===== src/rtl/d_reg_pipe_pkg.sv =====
// Shared definitions for the d_reg_pipe elastic register pipeline.
// Provides the occupancy counter width helper used by the top level.
package d_reg_pipe_pkg;

    // Enough bits to count from 0 up to and including `stages`.
    function automatic int occ_width(input int stages);
        return $clog2(stages + 1);
    endfunction

endpackage


===== src/rtl/d_reg_stage.sv =====
// One elastic pipeline stage: a data register plus its valid bit.
// Loads on advance when the upstream source is valid; flush clears only the valid bit.
module d_reg_stage #(
    parameter int               WIDTH   = 8,
    parameter logic [WIDTH-1:0] RST_VAL = '0
) (
    input  logic             clk,
    input  logic             rst,
    input  logic             i_flush,
    input  logic             i_adv,
    input  logic             i_src_valid,
    input  logic [WIDTH-1:0] i_src_data,
    output logic [WIDTH-1:0] o_data,
    output logic             o_vld
);

    logic [WIDTH-1:0] r_data;
    logic             r_vld;

    // NOTE: sequential state uses non-blocking assignments so every stage samples
    // its upstream neighbour's pre-edge value, which is what makes the chain shift.
    always_ff @(posedge clk) begin
        if (rst) begin
            r_data <= RST_VAL;
            r_vld  <= 1'b0;
        end else if (i_flush) begin
            r_vld <= 1'b0;
        end else if (i_adv) begin
            r_vld <= i_src_valid;
            // Data holds when a bubble moves in, so q stays stable while q_valid is low.
            if (i_src_valid) begin
                r_data <= i_src_data;
            end
        end
    end

    assign o_data = r_data;
    assign o_vld  = r_vld;

endmodule


===== src/rtl/d_reg_pipe.sv =====
// Elastic STAGES-deep register pipeline with valid/ready handshake, bubble collapse and flush.
// Define D_REG_PIPE_OCC_EN to add the registered occupancy output `occ`.
module d_reg_pipe
    import d_reg_pipe_pkg::*;
#(
    parameter int               WIDTH   = 8,
    parameter int               STAGES  = 3,
    parameter logic [WIDTH-1:0] RST_VAL = '0
) (
    input  logic             clk,
    input  logic             rst,
    input  logic             flush,
    input  logic [WIDTH-1:0] d,
    input  logic             d_valid,
    output logic             d_ready,
    output logic [WIDTH-1:0] q,
    output logic             q_valid,
    input  logic             q_ready
`ifdef D_REG_PIPE_OCC_EN
    ,
    output logic [occ_width(STAGES)-1:0] occ
`endif
);

    logic [STAGES-1:0] w_vld;
    logic [STAGES-1:0] w_adv;
    logic [STAGES-1:0] w_src_valid;
    logic [WIDTH-1:0]  w_data     [STAGES];
    logic [WIDTH-1:0]  w_src_data [STAGES];

    // A stage may move when it is empty or everything downstream of it moves.
    always_comb begin
        w_adv[STAGES-1] = !w_vld[STAGES-1] | q_ready;
        for (int i = STAGES - 2; i >= 0; i--) begin
            w_adv[i] = !w_vld[i] | w_adv[i+1];
        end
    end

    for (genvar i = 0; i < STAGES; i++) begin : g_stage
        if (i == 0) begin : g_head
            assign w_src_valid[i] = d_valid & !flush;
            assign w_src_data[i]  = d;
        end else begin : g_body
            assign w_src_valid[i] = w_vld[i-1];
            assign w_src_data[i]  = w_data[i-1];
        end

        d_reg_stage #(
            .WIDTH   (WIDTH),
            .RST_VAL (RST_VAL)
        ) u_stage (
            .clk         (clk),
            .rst         (rst),
            .i_flush     (flush),
            .i_adv       (w_adv[i]),
            .i_src_valid (w_src_valid[i]),
            .i_src_data  (w_src_data[i]),
            .o_data      (w_data[i]),
            .o_vld       (w_vld[i])
        );
    end

    assign d_ready = w_adv[0] & !flush;
    assign q       = w_data[STAGES-1];
    assign q_valid = w_vld[STAGES-1];

`ifdef D_REG_PIPE_OCC_EN
    localparam int OCC_W = occ_width(STAGES);

    logic [OCC_W-1:0] r_occ;
    logic             w_in_hs;
    logic             w_out_hs;

    assign w_in_hs  = d_valid & d_ready;
    assign w_out_hs = q_valid & q_ready;

    // Tracks popcount(w_vld) incrementally; never exceeds STAGES since d_ready gates pushes.
    always_ff @(posedge clk) begin
        if (rst || flush) begin
            r_occ <= '0;
        end else if (w_in_hs && !w_out_hs) begin
            r_occ <= r_occ + OCC_W'(1);
        end else if (!w_in_hs && w_out_hs) begin
            r_occ <= r_occ - OCC_W'(1);
        end
    end

    assign occ = r_occ;
`endif

endmodule


===== config.mk =====
export PLATFORM = sky130hd
export DESIGN_NAME = d_reg_pipe
export DESIGN_NICKNAME = d
export VERILOG_FILES = /design/src/rtl/d_reg_pipe_pkg.sv /design/src/rtl/d_reg_stage.sv /design/src/rtl/d_reg_pipe.sv
export SDC_FILE = /design/constraint.sdc
export NUM_CORES = 1
export LEC_CHECK = 0
export CAP_MARGIN = 10
export CORE_MARGIN = 4
export CORE_UTILIZATION = 54
export CTS_CLUSTER_SIZE = 30
export DETAILED_ROUTE_END_ITERATION = 12
export HOLD_SLACK_MARGIN = 0.06
export PLACE_DENSITY = 0.81
export SLEW_MARGIN = 5
export SYNTH_ARGS = -nofsm -noshare
export SYNTH_HDL_FRONTEND = slang
export SYNTH_HIERARCHICAL = 1
export SYNTH_SLANG_ARGS = --single-unit

===== constraint.sdc =====
create_clock -name clk -period 2.2 [get_ports clk]
set_input_delay 0.33 -clock clk [delete_from_list [all_inputs] [get_ports clk]]
set_output_delay 0.33 -clock clk [all_outputs]
set_load 0.05 [all_outputs]

; ---- After elaboration in Yosys (flattened, before gate mapping)
; Index checks and enable logic that the tools add are counted.
[op_classes]
bitwise = 6
reduce_logical = 8
[ops]
columns = op, n
row1 = 3-bit AND reduction, 3
row2 = 1-bit zero test, 4
row3 = 1-bit OR, 3
row4 = 1-bit AND, 2
row5 = 2-bit OR reduction, 1
row6 = 1-bit inverter, 1
[word_totals]
output_inout_bits = 10
wordCells = 20
regBits = 27

; ---- Longest topological paths before layout
; Gate-level depths: netlist (run 1).
[depth]
word_depth = 5
mapped_depth = 5
mapped_depth_nobuf = 4

; ---- Hierarchy
; Netlist (run 1), hierarchy kept.
[modules_own_cells]
columns = mod, cells_each, seq_area_each_um2, area_each_um2, n_inst
row1 = d_reg_stage, 38, 180.2, 399.1, 3
row2 = d_reg_pipe, 6, 0.0, 38.8, 1

; ---- Least setup slack after synthesis (run 1)
; OpenSTA, ideal clock, no wires.
[synth_path]
kind = reg-to-output
start = register g_stage[2].u_stage.r_vld
end = output d_ready
n_path_buf = 0
arrival_time_ns = 1.508
path_stages_with_launch = 3
t_required_ns = 1.870
path_slack_ns = 0.362
path_cell_list = dfxtp_1 > nor2b_4 > a31oi_1
[synth_between]
elab_chain_len = 5
[synth_lines]
columns = element, line_no
row1 = start: declaration, d_reg_stage.sv:18  ; logic r_vld;
row2 = start signal: assignment, d_reg_stage.sv:29  ; r_vld <= i_src_valid;
row3 = 1-bit zero test, d_reg_pipe.sv:33  ; w_adv[STAGES-1] = !w_vld[STAGES-1] | q_ready;
row4 = 1-bit OR, d_reg_pipe.sv:33
row5 = 1-bit OR (2 in a row), d_reg_pipe.sv:35  ; w_adv[i] = !w_vld[i] | w_adv[i+1];
row6 = 1-bit AND, d_reg_pipe.sv:63  ; assign d_ready = w_adv[0] & !flush;
row7 = end: declaration, d_reg_pipe.sv:15  ; output logic d_ready,
; Every way passes these cells.

; ---- Final worst setup path (run 1)
[layout_path]
start = register g_stage[2].u_stage.r_vld
end = output q_valid
[layout_lines]
columns = element, line_no
row1 = end: declaration, d_reg_pipe.sv:17  ; output logic q_valid,
; No word-level cell between the ends.

==> results of run 1 <==
==> layout make-up <==
type,instances,area [µm²]
multi-input combinational,86,647
tap,28,35.0
clock inverter,1,5.00
inverter,1,3.75
sequential,27,541
clock buffer,3,22.5
fill,184,699
timing repair buffer,23,238
==> per-stage QoR <==
stage / hold WS, ns / cell area [µm²] / worst slack [ns] / power, W / instances
after floorplan: 0.409 / 1240 / 0.362 / 0.000550 / 120
after global placement: 0.457 / 1460 / 0.433 / 0.000583 / 165
after detailed placement: 0.462 / 1460 / 0.374 / 0.000584 / 165
after CTS: 0.487 / 1490 / 0.344 / 0.000789 / 169
after global routing: 0.507 / 1490 / 0.300 / 0.000815 / 169
final: 0.483 / 1490 / 0.367 / 0.000778 / 169
==> worst max-delay path by stage <==
stage / start / to / cells after the start
2_1_floorplan: g_stage[2].u_stage/o_vld / d_ready / 2
6_report: g_stage[2].u_stage/o_vld / q_valid / 1
3_3_place_gp: flush / g_stage[0].u_stage/o_data[7] / 4
3_5_place_dp: flush / g_stage[0].u_stage/o_data[5] / 4
5_1_grt: g_stage[2].u_stage/o_vld / q_valid / 1
4_1_cts: g_stage[2].u_stage/o_vld / q_valid / 1
==> registers in the layout, indices dropped and copies added (netlist names) <==
name,cells
g_stage.u_stage/o_data,24
g_stage.u_stage/o_vld,3
==> power groups by stage <==
stage                     Clock [W]  Combinational (W)  Sequential, W
after detailed placement          0          0.0000747       0.000510
final                      0.000205          0.0000745       0.000499
after global routing       0.000234          0.0000810       0.000500
after global placement            0          0.0000733       0.000510
after floorplan                   0          0.0000414       0.000509
after CTS                  0.000214          0.0000751       0.000499
==> layout by cell type, fill, tap and decap left out <==
| master | Yosys | final |
|---|---|---|
| sky130_fd_sc_hd__a31oi_1 | 1 | 1 |
| sky130_fd_sc_hd__and3b_1 | 3 | 3 |
| sky130_fd_sc_hd__buf_12 | 0 | 1 |
| sky130_fd_sc_hd__buf_4 | 0 | 1 |
| sky130_fd_sc_hd__clkbuf_4 | 0 | 3 |
| sky130_fd_sc_hd__clkdlybuf4s50_1 | 0 | 21 |
| sky130_fd_sc_hd__clkinv_2 | 0 | 1 |
| sky130_fd_sc_hd__dfxtp_1 | 27 | 27 |
| sky130_fd_sc_hd__inv_1 | 1 | 1 |
| sky130_fd_sc_hd__mux2i_1 | 27 | 27 |
| sky130_fd_sc_hd__nand2_1 | 1 | 1 |
| sky130_fd_sc_hd__nand2b_1 | 48 | 48 |
| sky130_fd_sc_hd__nand3_1 | 1 | 1 |
| sky130_fd_sc_hd__nor2b_1 | 1 | 1 |
| sky130_fd_sc_hd__nor2b_4 | 1 | 1 |
| sky130_fd_sc_hd__nor3_1 | 3 | 3 |
==> cells by family after synthesis <==
logic type / Yosys count
AOI/OAI and AO/OA: 1
buffers and inverters: 7
DFF: 27
muxes: 27
and+or+nand+nor: 58
==> layer usage <==
metal  global-route usage, %  share of wire, %  vias to the layer above
met1                    17.2                49                      358
met5                       0                 0                        -
li1                        -                 -                      435
met2                    19.6                46                       14
met3                    2.09               4.9                        2
met4                    5.08              0.53                        0
==> metrics list, run 1 <==
* Worst reg2reg path endpoint: g_stage[0].u_stage/o_data[3]
- The region available for standard cell placement spans 0.00219 mm².
- # nets final: 155
- For flop-to-flop paths, the worst setup slack is 0.84 ns.
* Antenna fix cells: 0
- Combinational logic is responsible for 9.6% of the overall power.
* Top post-synthesis cells by area: sky130_fd_sc_hd__dfxtp_1, sky130_fd_sc_hd__nand2b_1, sky130_fd_sc_hd__mux2i_1, sky130_fd_sc_hd__buf_6, sky130_fd_sc_hd__and3b_1
- Cell-internal power: 0.000610 W
- Post-synth EDFFs: 0
- Clock-pin slew on the worst setup and hold paths: 0.14 ns
- Most instantiated library cell after synthesis: sky130_fd_sc_hd__nand2b_1
- Total routing resource utilization after global routing: 12.5%
* Synthesis-stage register bit count: 27
* CTS H-Tree Depth: 1
* Power density normalized to cell area: 522 mW/mm²
* Final hold vios: 0
- In the routed design, unresolved DRC markers number 0.
* Ranking of synthesized cells by instance count: sky130_fd_sc_hd__nand2b_1, sky130_fd_sc_hd__dfxtp_1, sky130_fd_sc_hd__mux2i_1
- The first routing iteration left 8 violations.
- Remaining Overflow, GRT: 0
* Clock network fraction of design power: 26.3%
- Fraction of final layout cells with drive strength greater than 1: 4.96%
- No sink is reached through more buffers than the 2 on the longest clock path.
- Total Negative Setup Slacks: 0 ns
- Element type at the critical path start: register
- DIE AREA: 0.00312 mm²
- Cell depth of the worst flop-to-flop path: 4
- The initial antenna violation count is 0.
* Relative area change from synthesis to final layout: 20.6%
* Share of the synthesized netlist area taken by xor and xnor gates: 0%
* WP data arrival: 1.50 ns
- For the worst-skew pair, the clock arrives at the later sink with an insertion delay of 0.31 ns.
- Critical-path cell list: clkdlybuf4s50_1
- Horizontal extent of the die: 55.8 µm
* Count of clock tree sinks: 27
- The flow ran to the end, and the final reports show no timing, DRC or antenna violations.
- After Yosys synthesis, and, or, nand and nor cells account for 30.0% of the synthesized area.
* Async set or reset register ratio after synthesis: 0%
- Setup violations remaining at the end of the flow were counted as 0.
- IR analysis of the VDD net gives a maximum drop of 0.000346 V.
- The path with the worst hold slack has its endpoint at g_stage[1].u_stage/o_data[1].
* Endpoint class of the critical path: output port
- Of the total power, the share spent switching nets is 21.7%.
- Slowest stage delay, CP: 0.81 ns
- Summed over all layers, the routed wires come to 1.88 mm.
- In this run, post-CTS repair resized a total of 0 instances.
- Reg power frac: 64.1%
- Of the available clock period, the critical path in the final layout requires 83.3%.
- Mean post-synth cell area: 10.3 µm²
* Largest area contributor in the netlist: sky130_fd_sc_hd__dfxtp_1
- In this run the most critical hold path is launched from g_stage[0].u_stage/o_data[1].
- The number of nets in the synthesized netlist is 133.
* Headroom to the max-slew limit: 66.9%
- Along the worst hold path, the cell count comes to 2.
* Slowest-stage cell, CP: sky130_fd_sc_hd__clkdlybuf4s50_1
- The min-delay analysis places its worst path in the category reg -> reg.
- In this run the power spent charging and discharging nets is 0.000168 W.
* Cell Rows: 17
* Top FF cell, synth: sky130_fd_sc_hd__dfxtp_1
* Setup repair after global routing missed its margin: no
- GP Congestion: 0.697
- For this design, the CTS-stage hold fixing added 0 buffers.
- Proportion of synthesized area in mux cells: 21.9%
- Max-slew violations: 0
* Pleak: 0.507 nW
- Measured slew at the worst slew-check pin: 0.494 ns
- Avg WL per Cell: 11.1 µm
- Using the TritonRoute via totals, the vias-per-cell ratio works out to 4.79.
- Final core utilization: 68.1%
- Number of max-capacitance violations reported: 0
* Height of the die: 55.8 µm
* Number of input and output port buffers inserted: 22
- Summing the areas of all fa, ha and maj instances in the mapped netlist gives 0% of the synthesized area.
* Max Clk Rate: 546 MHz
* Syn Inst Count: 120
- CTS Root Cell: sky130_fd_sc_hd__clkbuf_4
- At the worst endpoint, the required time is 1.87 ns.
* WP buf/inv: 1
* Wire length of the first global-routing pass: 3.24 mm
- CP top delay family: buffers and inverters
* TritonCTS Buffers: 3
- Compound-cell area share of the yosys netlist: 0.506%
- The cell area that synthesis handed to floorplanning was 0.00124 mm².
- For this run, the detailed router's first-pass iteration total came to 3.
- Clock tree from TritonCTS: done
- Netlist cell types: 13
* Effective utilization at floorplan: 56.4%
* Reg-to-Reg Start: g_stage[2].u_stage/o_vld
- Estimated wirelength of the detail-placed design: 1.34 mm
- Yosys top cell area share: 43.7%
* Largest family of logic cells by synthesized area: simple AND/OR/NAND/NOR gates
- Worst-path maximum fanout: 3
* WS Path Type: reg -> out
* Yosys warning count: 6
- Portion of the post-synthesis area used by sequential elements: 43.7%
- Buffers inserted during post-CTS setup optimization: 0
- Entering global routing, the biggest net connects 52 pins.
- On the final layout, the worst clock skew is 0.00694 ns.
* Post-route minimum period: 1.83 ns
* Number of global-route vias before repair: 772
- The detail route stage leaves a number of antenna-violating nets equal to 0.
- During I/O placement, the number of pins put on the boundary was 23.
- Routed vias: 809
(Power assumes the default switching activity.)
==> run 2: changes to the inputs <==
CORE_UTILIZATION = 50   (was 54)
PLACE_DENSITY = 0.76   (was 0.81)
clock period = 1.9 ns   (was 2.2 ns; I/O delays follow)
==> run 2 against run 1 <==
Count of clock-buffer cells in the layout unchanged; sequential power up 16%; final area up 1.2%; worst hold slack about the same; flip-flop and latch count unchanged; critical endpoint unchanged; largest power group unchanged.
==> metrics list, run 2 (synthesized netlist as in run 1, its figures left out) <==
* Count of clock tree sinks: 27 (unchanged)
- WP buf/inv: 1 (unchanged)
- The total power density per cell area came to 609 mW/mm² (was 522 mW/mm²).
- DRC Markers: 0 (unchanged)
* Routed vias: 823 (was 809)
- Headroom to the max-slew limit: 67.0% (was 66.9%)
- The type of origin of the critical path was a register (unchanged).
* Cell Rows: 17 (unchanged)
- Result of the run: completed (unchanged).
- The number of placed instances, taps included is 167 (was 165).
- The wire length reported by the detailed router came to 1.90 mm (was 1.88 mm).
- The count of input and output buffers is 22 (unchanged).
- Most frequent cells in the layout: sky130_fd_sc_hd__nand2b_1, sky130_fd_sc_hd__mux2i_1, sky130_fd_sc_hd__dfxtp_1, sky130_fd_sc_hd__clkdlybuf4s50_1 (unchanged)
- The number of flip-flops under the largest register name is 24 (unchanged).
* Pleak: 0.514 nW (was 0.507 nW)
- The max-slew violation count came to 0 (unchanged).
- The initial DRC count was 12 (was 8).
- Register area: 541 µm² (unchanged)
- The minimum setup slack after placement was 0.106 ns (was 0.374 ns).
- The starting density of the core came to 54.3% (was 56.4%).
* Via density per instance: 4.81 (was 4.79)
* Relative area change from synthesis to final layout: 22.1% (was 20.6%)
* Required time at the worst-slack endpoint: 1.62 ns (was 1.87 ns)
- Slowest-stage cell, CP: sky130_fd_sc_hd__clkdlybuf4s50_1 (unchanged)
* WP data arrival: 1.53 ns (was 1.50 ns)
- Worst-path maximum fanout: 3 (unchanged)
- The largest net degree at the start of global routing is 33 (was 52).
- The length of the first detailed-routing pass in iterations was 4 (was 3).
- Leading cell type in the layout, fill and taps excluded: sky130_fd_sc_hd__nand2b_1 (unchanged)
* Minimum setup slack in the final design: 0.0881 ns (was 0.367 ns)
- The footprint of the multi-input gates was 647 µm² (unchanged).
* Worst-Skew Late Latency: 0.33 ns (was 0.31 ns)
- Setup repair after global routing missed its margin: no (unchanged)
- The share of cells above drive strength 1 was 6.29% (was 4.96%).
- Number of non-filler instances in the completed layout: 171 (was 169)
- The clock-pin slew on the worst setup and hold paths came to 0.15 ns (was 0.14 ns).
- The worst-case vdd ir drop is 0.000451 V (was 0.000346 V).
- The number of buffers inserted by post-CTS setup repair was 0 (unchanged).
- Timing would allow up to 552 MHz.
- Number of routed nets with antenna violations: 0 (unchanged)
- Count of cells resized by post-cts repair: 0 (unchanged)
- The class of the most critical setup path is reg -> out (unchanged).
- Worst-case clock buffer depth: 2 (unchanged)
- CTS H-Tree Depth: 1 (unchanged)
- The via count of the first global-routing pass is 742 (was 772).
- Overall power of the completed layout: 0.000919 W (was 0.000778 W)
- The first-pass GRT wire length was 3.25 mm (was 3.24 mm).
* Antenna fix cells: 0 (unchanged)
- Number of max-capacitance violations reported: 0 (unchanged)
- The initial antenna violation count came to 0 (unchanged).
- The number of buffers added by the clock tree synthesis step came to 3 (unchanged).
- GP Congestion: 0.634 (was 0.697)
* Total Negative Setup Slacks: 0 ns (unchanged)
* Height of the die: 57.7 µm (was 55.8 µm)
- Slowest stage delay, CP: 0.81 ns (about the same)
- The HPWL after detailed placement is 1.38 mm (was 1.34 mm).
- The number of fill cells in the layout is 169 (was 184).
* Post-route minimum period: 1.81 ns
- The overall overflow remaining after global route came to 0 (unchanged).
- Horizontal extent of the die: 57.7 µm (was 55.8 µm)
* Number of buffers inserted by hold repair at cts: 0 (unchanged)
- Avg WL per Cell: 11.1 µm (about the same)
- The worst clock skew came to 0.00665 ns (was 0.00694 ns).
- CP top delay family: buffers and inverters (unchanged)
- CTS Root Cell: sky130_fd_sc_hd__clkbuf_4 (unchanged)
- The core footprint was 0.00228 mm² (was 0.00219 mm²).
- DIE AREA: 0.00333 mm² (was 0.00312 mm²)
- The final layout net count is 157 (was 155).
- The path category of the worst min-delay check is reg -> reg (unchanged).
- Total routing resource utilization after global routing: 12.6% (was 12.5%)
- The endpoint class of the critical path was an output port (unchanged).
* Critical-path cell list: clkdlybuf4s50_1 (unchanged)
- The transition time at the pin with the least slew margin came to 0.494 ns (about the same).
* Clock tree from TritonCTS: done (unchanged)
- The final critical path takes up 95.4% of the cycle.
- The hold violation total from the final report is 0 (unchanged).
- The final count of negative-setup-slack endpoints came to 0 (unchanged).
- The top-level port count is 23 (unchanged).
==> run 2: where the power goes <==
part           switching, W  internal [W]  leakage, nW
Clock              0.000173     0.0000806       0.0139
Sequential       0.00000413      0.000574        0.218
Combinational     0.0000323     0.0000552        0.282
Total              0.000209      0.000709        0.514
==> run 2: through the flow <==
| step | hold WS, ns | area [µm²] | utilization, % |
|---|---|---|---|
| final | 0.483 | 1510 | 66.3 |
| after global placement | 0.457 | 1480 | 65.0 |
| after detailed placement | 0.461 | 1480 | 65.0 |
| after CTS | 0.485 | 1510 | 66.3 |
| after floorplan | 0.364 | 1240 | - |
| after global routing | 0.479 | 1510 | 66.3 |
==> run 2: final timing paths <==
path	from	to	slack, ns	cells past startpoint
worst max register to register	g_stage[2].u_stage/o_vld	g_stage[0].u_stage/o_data[0]	0.54	4
worst max-delay path	g_stage[2].u_stage/o_vld	q_valid	0.09	1
worst min register to register	g_stage[0].u_stage/o_data[7]	g_stage[0].u_stage/o_data[7]	0.48	2
worst min-delay path	g_stage[0].u_stage/o_data[7]	g_stage[0].u_stage/o_data[7]	0.48	2
==> run 2: area by class of cell <==
cell class,count,share of cell area [%]
clock buffers,3,1.49
clock inverters,1,0.498
inverters,1,0.249
multi-input cells,86,42.9
flip-flops and latches,27,35.8
well taps,28,2.32
repair buffers,25,16.7
==> run 2: per-layer routing <==
metal  share of wire, %  GRT usage, %
met1                 52          16.7
met2                 40          17.9
met3                5.2          2.67
met4                2.5          8.94
met5                  0             0
==> run 3: changes to the inputs <==
CORE_MARGIN = 3   (was 4)
==> run 3 against run 2 <==
Final area is 0.25% lower; critical path depth stayed put; clock power is 7.9% lower; wire length is 0.26% higher; clock skew hardly changed; setup slack better by 0.028 ns; global-route usage is 1.3 points higher; total power is 2.1% lower; first-iteration DRC count is 25% lower; register-to-register slack worse by 0.02 ns; largest power group unchanged.
==> metrics list, run 3 (synthesized netlist as in run 1, its figures left out) <==
* Count of clock tree sinks: 27 (unchanged)
- Worst-case clock buffer depth: 2 (unchanged)
* Buffers inserted during post-CTS setup optimization: 0 (unchanged)
- Number of flip-flops under the largest register name: 24 (unchanged)
* Height of the die: 55.7 µm (was 57.7 µm)
- Clock-pin slew on the worst setup and hold paths: 0.13 ns (was 0.15 ns)
- Class of the tightest hold or removal check: reg -> reg (unchanged)
- The normalized max-slew margin came to 67.0% (about the same).
* Number of input and output port buffers inserted: 22 (unchanged)
- The core footprint is 0.00228 mm² (unchanged).
- The met2 usage in global routing was 21.8% (was 17.9%).
- WS Path Type: reg -> out (unchanged)
- Routed vias: 803 (was 823)
- The cell type of the slowest stage on the worst timing path is sky130_fd_sc_hd__clkdlybuf4s50_1 (unchanged).
- The horizontal extent of the die was 55.7 µm (was 57.7 µm).
- Wire length of the first global-routing pass: 3.44 mm (was 3.25 mm)
- Relative area change from synthesis to final layout: 21.8% (was 22.1%)
- The number of fill cells in the layout was 193 (was 169).
- The initial antenna violation count is 0 (unchanged).
- CP top delay family: buffers and inverters (unchanged)
* Fraction of final layout cells with drive strength greater than 1: 5.59% (was 6.29%)
* Instance count after placement with tap cells included: 167 (unchanged)
- Total routing resource utilization after global routing: 13.8% (was 12.6%)
- The reported max-cap violation count was 0 (unchanged).
* Number of global-route vias before repair: 781 (was 742)
* Post-route minimum period: 1.78 ns (was 1.81 ns)
- The initial DRC count was 9 (was 12).
* Estimated wirelength of the detail-placed design: 1.41 mm (was 1.38 mm)
* Leading cell type in the layout, fill and taps excluded: sky130_fd_sc_hd__nand2b_1 (unchanged)
* Max Clk Rate: 561 MHz (was 552 MHz)
* Total Negative Setup Slacks: 0 ns (unchanged)
- The master cell of the clock root buffer is sky130_fd_sc_hd__clkbuf_4 (unchanged).
* Antenna fix cells: 0 (unchanged)
* CTS H-Tree Depth: 1 (unchanged)
- TritonCTS Buffers: 3 (unchanged)
- The launch instance of the worst register-to-register path was g_stage[2].u_stage/o_vld (unchanged).
- Required time at the worst-slack endpoint: 1.62 ns (about the same)
- The starting density of the core was 54.3% (unchanged).
- The endpoint of the worst hold path is g_stage[1].u_stage/o_data[5] (was g_stage[0].u_stage/o_data[7]).
- Worst R2R Setup Slack: 0.52 ns (was 0.54 ns)
- DIE AREA: 0.00310 mm² (was 0.00333 mm²)
- Final period utilization: 93.9% (was 95.4%)
- The via count normalized by instance count came to 4.70 (was 4.81).
- Remaining Overflow, GRT: 0 (unchanged)
- Count of cells resized by post-cts repair: 0 (unchanged)
- Count of final setup violators: 0 (unchanged)
- Result of the run: completed (unchanged).
* Most frequent cells in the layout: sky130_fd_sc_hd__nand2b_1, sky130_fd_sc_hd__mux2i_1, sky130_fd_sc_hd__dfxtp_1, sky130_fd_sc_hd__clkdlybuf4s50_1 (unchanged)
* Pleak: 0.515 nW (was 0.514 nW)
- The maximum cell stage delay along the critical path came to 0.81 ns (about the same).
- Setup repair after global routing missed its margin: no (unchanged).
- Busiest metal layer after global routing: met2 (unchanged)
* Endpoint class of the critical path: output port (unchanged)
* Avg WL per Cell: 11.1 µm (about the same)
- The met1 track demand over resource in global routing was 18.1% (was 16.7%).
- The number of cells traversed by the worst hold path is 2 (unchanged).
- Peak supply drop: 0.000414 V (was 0.000451 V)
* Placement Cell Area: 0.00148 mm² (unchanged)
- The largest net degree at the start of global routing came to 32 (was 33).
* Worst-path maximum fanout: 3 (unchanged)
* Met3 layer usage reported by global route: 2.09% (was 2.67%)
- Clock tree from TritonCTS: done (unchanged)
* Number of non-filler instances in the completed layout: 171 (unchanged)
- The arrival time at the worst endpoint was 1.50 ns (was 1.53 ns).
- Detailed Route WL: 1.90 mm (about the same)
- I/O pin count: 23 (unchanged)
* Clock Skew: 0.00653 ns (was 0.00665 ns)
- The share of the core filled with cells was 66.1% (was 66.3%).
- The cell depth of the worst flop-to-flop path was 4 (unchanged).
- The final RePlAce weighted congestion came to 0.639 (was 0.634).
- The transition time at the pin with the least slew margin is 0.494 ns (about the same).
- Element type at the critical path start: register (unchanged)
* Hold slack final: 0.481 ns (was 0.483 ns)
- Worst-Skew Late Latency: 0.31 ns (was 0.33 ns)
* Critical-path cell list: clkdlybuf4s50_1 (unchanged)
- Worst reg2reg path endpoint: g_stage[1].u_stage/o_data[7] (was g_stage[0].u_stage/o_data[0])
* Power density normalized to cell area: 598 mW/mm² (was 609 mW/mm²)
- WP buf/inv: 1 (unchanged)
- The DRC violation count after routing was 0 (unchanged).
- The cell row count came to 17 (unchanged).
- First-pass iteration count of the detailed router: 4 (unchanged)
- The remaining antenna violation count was 0 (unchanged).
- # nets final: 157 (unchanged)
* Number of buffers inserted by hold repair at cts: 0 (unchanged)
- Max-slew violations: 0 (unchanged)
* Origin of the worst min-delay path: g_stage[0].u_stage/o_data[5] (was g_stage[0].u_stage/o_data[7])
- Design Area, Final: 0.00151 mm² (about the same)
- The hold violation total from the final report is 0 (unchanged).
[run 3: cell types whose count changed in the layout (fill, tap and decap cells not counted)]
cell,previous run,this run
sky130_fd_sc_hd__clkinvlp_4,1,0
sky130_fd_sc_hd__clkbuf_1,0,1
[run 3: power by group]
group          internal (W)  leakage, nW  switching [W]
Combinational     0.0000552        0.282      0.0000327
Clock             0.0000820       0.0150       0.000152
Sequential         0.000573        0.218     0.00000447
Total              0.000710        0.515       0.000189
[run 3: final cells by class]
class	count	area (µm²)	share of cell area, %
clock buffer	4	26.3	1.75
inverter	1	3.75	0.249
multi-input combinational	86	647	43.0
sequential	27	541	35.9
tap	28	35.0	2.33
timing repair buffer	25	253	16.8
[run 3: per-layer routing]
layer	wire length (µm)	up-vias
met5	0	-
met4	10	0
met3	80	2
met2	873	16
met1	939	350
li1	-	435
[run 3: stage by stage]
step | power (W) | setup slack (ns)
final | 0.000900 | 0.116
after global routing | 0.000950 | 0.0334
after CTS | 0.000918 | 0.0913
after detailed placement | 0.000678 | 0.117
after global placement | 0.000676 | 0.178
after floorplan | 0.000637 | 0.107
[run 3: worst max path at each step]
stage                                   startpoint                            to  depth (start not counted)
after CTS                 g_stage[2].u_stage/o_vld                       q_valid                          1
after global routing      g_stage[2].u_stage/o_vld                       q_valid                          1
after detailed placement                     flush  g_stage[0].u_stage/o_data[2]                          4
after floorplan           g_stage[2].u_stage/o_vld                       d_ready                          2
after global placement                       flush  g_stage[0].u_stage/o_data[7]                          4
final                     g_stage[2].u_stage/o_vld                       q_valid                          1
